### src/rtl/module_booth_seq.sv
//==============================================================================
// Module      : module_booth_seq
// Description : Sequential radix-2 Booth multiplier, N-bit operands, 2N-bit
//               product, run-time signed/unsigned mode, start/busy/done.
// Revision    : 1.0 - initial release
//==============================================================================
`default_nettype none

module module_booth_seq #(
  parameter int N = 4
) (
  input  logic           clk,
  input  logic           rst,
  input  logic           init,
  input  logic           signed_mode,
  input  logic [N-1:0]   a,
  input  logic [N-1:0]   b,
  output logic [2*N-1:0] p,
  output logic           busy,
  output logic           done
);

  typedef enum logic [1:0] {
    IDLE = 2'd0,
    CALC = 2'd1,
    DONE = 2'd2
  } state_t;

  localparam int            CW    = $clog2(N + 2);
  localparam logic [CW-1:0] ITERS = CW'(N + 1);

  state_t            state_q;
  logic [2*N+1:0]    acc_q;
  logic              qm1_q;
  logic [N:0]        mcand_q;
  logic [CW-1:0]     cnt_q;
  logic [2*N-1:0]    p_q;
  logic              busy_q;
  logic              done_q;

  logic [N:0]        ext_a;
  logic [N:0]        ext_b;
  logic [N:0]        upper;
  logic [N:0]        upper_d;
  logic [2*N+1:0]    acc_d;

  // One extra bit keeps the negation of the most-negative multiplicand exact.
  assign ext_a = {signed_mode & a[N-1], a};
  assign ext_b = {signed_mode & b[N-1], b};
  assign upper = acc_q[2*N+1:N+1];

  always_comb begin
    upper_d = upper;
    case ({acc_q[0], qm1_q})
      2'b01:   upper_d = upper + mcand_q;
      2'b10:   upper_d = upper - mcand_q;
      default: upper_d = upper;
    endcase
    acc_d = {upper_d[N], upper_d, acc_q[N:1]};
  end

  always_ff @(posedge clk or negedge rst) begin
    if (!rst) begin
      state_q <= IDLE;
      acc_q   <= '0;
      qm1_q   <= 1'b0;
      mcand_q <= '0;
      cnt_q   <= '0;
      p_q     <= '0;
      busy_q  <= 1'b0;
      done_q  <= 1'b0;
    end else begin
      done_q <= 1'b0;
      case (state_q)
        IDLE: begin
          if (init) begin
            mcand_q <= ext_a;
            acc_q   <= {{(N+1){1'b0}}, ext_b};
            qm1_q   <= 1'b0;
            cnt_q   <= ITERS;
            busy_q  <= 1'b1;
            state_q <= CALC;
          end
        end
        CALC: begin
          acc_q <= acc_d;
          qm1_q <= acc_q[0];
          cnt_q <= cnt_q - CW'(1);
          if (cnt_q == CW'(1)) begin
            busy_q  <= 1'b0;
            state_q <= DONE;
          end
        end
        DONE: begin
          p_q     <= acc_q[2*N-1:0];
          done_q  <= 1'b1;
          state_q <= IDLE;
        end
        default: state_q <= IDLE;
      endcase
    end
  end

  assign p    = p_q;
  assign busy = busy_q;
  assign done = done_q;

endmodule

`default_nettype wire

### config.mk
export PLATFORM = sky130hd
export DESIGN_NAME = module_booth_seq
export DESIGN_NICKNAME = d
export VERILOG_FILES = /design/src/rtl/module_booth_seq.sv
export SDC_FILE = /design/constraint.sdc
export NUM_CORES = 1
export LEC_CHECK = 0
export CAP_MARGIN = 20
export CORE_ASPECT_RATIO = 0.5
export CORE_MARGIN = 8
export CORE_UTILIZATION = 50
export CTS_CLUSTER_SIZE = 12
export DETAILED_ROUTE_END_ITERATION = 16
export GPL_TIMING_DRIVEN = 0
export PLACE_DENSITY = 0.71
export RECOVER_POWER = 100
export SKIP_CTS_REPAIR_TIMING = 1
export SYNTH_ARGS = -nofsm -noshare
export SYNTH_HDL_FRONTEND = slang
export SYNTH_SLANG_ARGS = --single-unit
### constraint.sdc
create_clock -name clk -period 2.49 [get_ports clk]
set_input_delay 0.249 -clock clk [delete_from_list [all_inputs] [get_ports clk]]
set_output_delay 0.249 -clock clk [all_outputs]
set_load 0.02 [all_outputs]
==> results.toml, run 1 <==
[grt]
use_met3_pct = 4.71
grt-ovfl-total = 0
grt_pass1_vias = 1183
grt_pass1_wl_um = 5350
grt_util_met2_pct = 23.0
grt_usage_pct = 13.7
busiest_layer = "met2"
grt_max_degree = 17
antenna_found_initial = 0
grtUsageMet1_pct = 15.8

[route]
vias_per_cell = 5.21
drcViolationCount = 0
vias = 1161
drt_first_pass_iters = 4
drt_first_iter_violations = 70
routed_wl_um = 2920
ant_nets = 0
avgRoutedWirePerCell_um = 13.1

[cts]
clock_path_buffers = 2
clk_latency_ps = 280
cts-root-buf = "clkbuf_8"
cts_tree = "built"
htree_levels = 2
numClockSinks = 30
path_clk_slew_ps = 70
cts_made_buffers = 5

[logic_synthesis]
synthTopCellsByCount = "30 x dfrtp_1, 23 x nand2_1, 15 x o21ai_1"
syn_area_per_cell_sq_um = 9.96
yosys.area_share.simple_pct = 17.1
yosys-top-cells-area = "dfrtp_1 50%, ha_1 6.6%, nand2_1 5.7%"
synth_cells = 152
synthMuxAreaShare_pct = 4.46
synth_top_family_by_area = "simple AND/OR/NAND/NOR gates"
syn_area_sq_mm = 0.00151
synth-compound-area-share_pct = 14.1
synth_fa_ha_area_share_pct = 7.93
synth_xor_area_share_pct = 2.31
ys_types = 39
synthFlopType = "dfrtp_1"
synth-seq-cells = 30
synth_fp_nets = 173
async_flop_share_pct = 100
synth-seq-area-share_pct = 49.6
yosysTopAreaCell = "dfrtp_1"
yosysMostFrequentCell = "dfrtp_1"
netlist.area_leader.share_pct = 49.6
synth-edff-count = 0
synth-warning-count = 0

[power]
leakagePower_uw = 0.000848
seqPwrFrac_pct = 31.9
power_uw = 2730
switching_share_pct = 40.6
pwr-share-clk_pct = 14.6
p_int_uw = 1620
vdd_drop_max_v = 0.000583
p_sw_uw = 1110
power_density_mw_per_mm2 = 1460
comb_power_share_pct = 53.5

[floorplanning]
initial_core_util_pct = 51.4
die_area_sq_mm = 0.00515
io_pins = 22
dieHeight_um = 54.9
die_w_um = 93.8
core_area_sq_mm = 0.00294
rows = 14

[sta]
fin_setup_tns_ps = 0
setup_ws_ps = 188
rsz0062_at_grt = "false"
drv_slew = 0
timing.fmax_mhz = 434
setup_viol = 0
hold_viol = 0
slew-limit-headroom_pct = 42.3
period_share_pct = 92.5
tightest_slew_ps = 865
fin_crit_ps = 2300
skew_ps = 7.49

[setup_path]
timing_worst_setup_path_type = "reg2reg"
startpoint_type = "register"
cp.required_ps = 2650
path_buf_inv = 1
max_stage_delay_ps = 400
crit_path_end_kind = "register"
crit_slowest_cell = "fa_1"
worstPathMaxFanout = 5
crit_chain = "inv_1 > ha_2 > mux2_2 > fa_1 > nand2b_1 > a21oi_1 > xnor2_1 > o311ai_1 > o41ai_1"
arrival_ps = 2460
cp_top_family = "adder cells"

[worst_hold_path]
hold_class = "in2async"

[placement]
dp_slack_ps = 142
gp_congestion = 0.781
io_buffers = 21
dpl.hpwl_um = 2260

[finish]
drive_gt1_share_pct = 7.10
diodes = 0
fin_nets = 203
postLayoutCoreUtil_pct = 63.6
syn_to_final_growth_pct = 23.6

[run]
cap_viol_max_count = 0

[outcome]
status = "complete, no violations"
-- cell type report --
class / count / area (sq um)
inverters: 10 / 37.5
multi-input cells: 106 / 694
flip-flops and latches: 30 / 751
well taps: 40 / 50.0
clock inverters: 1 / 5.00
plain buffers: 6 / 26.3
fillers: 250 / 1070
repair buffers: 23 / 221
clock buffers: 7 / 86.3
-- placed cells by master, fill, tap and decap left out, types with 2 or more instances in the layout --
master / netlist / layout
nor2_1: 9 / 9
mux2_1: 5 / 5
o21ai_0: 1 / 14
a22oi_1: 4 / 4
nand3_1: 5 / 5
nand2_1: 23 / 23
o21ai_1: 15 / 2
nand2b_1: 4 / 4
clkbuf_1: 1 / 7
dlygate4sd3_1: 0 / 11
nor2b_1: 4 / 4
inv_1: 8 / 9
dfrtp_1: 30 / 30
buf_4: 1 / 2
clkdlybuf4s50_1: 0 / 10
xnor2_1: 3 / 3
clkbuf_8: 0 / 6
ha_1: 8 / 7
a21oi_1: 4 / 4
nor3_1: 2 / 2
-- kinds of logic after synthesis --
group           count (synthesis)
buf+inv                        16
simple gates                   53
mux                             6
compound gates                 34
flops                          30
fa+ha+maj                       9
xor+xnor                        4
-- metrics by stage --
step / hold WS, ps / cell area, sq um / std cells
2_1_floorplan: -46.6 / 1510 / 152
5_1_grt: 487 / 1870 / 223
3_3_place_gp: 469 / 1770 / 213
4_1_cts: 427 / 1890 / 222
3_5_place_dp: 477 / 1800 / 214
6_report: 433 / 1870 / 223
-- power by group through the flow --
stage                     clock, uW  sequential [uW]  combinational (uW)
after CTS                       411              878                1530
final                           399              872                1460
after global placement            0              877                1480
after floorplan                   0              939                1040
after global routing            435              909                1690
after detailed placement          0              884                1520
-- metal layers --
layer / vias up / share of wire [%] / wire (um)
li1: 580 / - / -
met1: 559 / 50 / 1460
met2: 17 / 44 / 1290
met3: 5 / 4.1 / 119
met4: 0 / 1.9 / 55
met5: - / 0 / 0
-- registers in the layout (all words and copies together), names as in the netlist --
signal and count:
cnt_q 3, busy 1, qm1_q 1, mcand_q 5, acc_q 9, p 8, state_q 2, done 1
-- final timing paths --
| kind | from | to | slack, ps | cells past startpoint |
|---|---|---|---|---|
| max | qm1_q | acc_q[8] | 190 | 9 |
| min | rst | busy | 430 | 1 |
| max reg2reg | qm1_q | acc_q[8] | 190 | 9 |
| min reg2reg | p[5] | p[5] | 470 | 2 |
| max in group asynchronous | rst | acc_q[5] | 870 | 2 |
| min in group clk | p[5] | p[5] | 470 | 2 |
Note: power is estimated with default switching activity, not from simulation.
==> run 2: changes to the inputs <==
- CAP_MARGIN: 20 -> 10
==> results of run 2 <==
Same layout as run 1: the final DEF is identical, and so are final timing and power.
==> run 3: changes to the inputs <==
- ABC_AREA: not set -> 0
==> results of run 3 <==
Same layout as run 1: the final DEF is identical, and so are final timing and power.
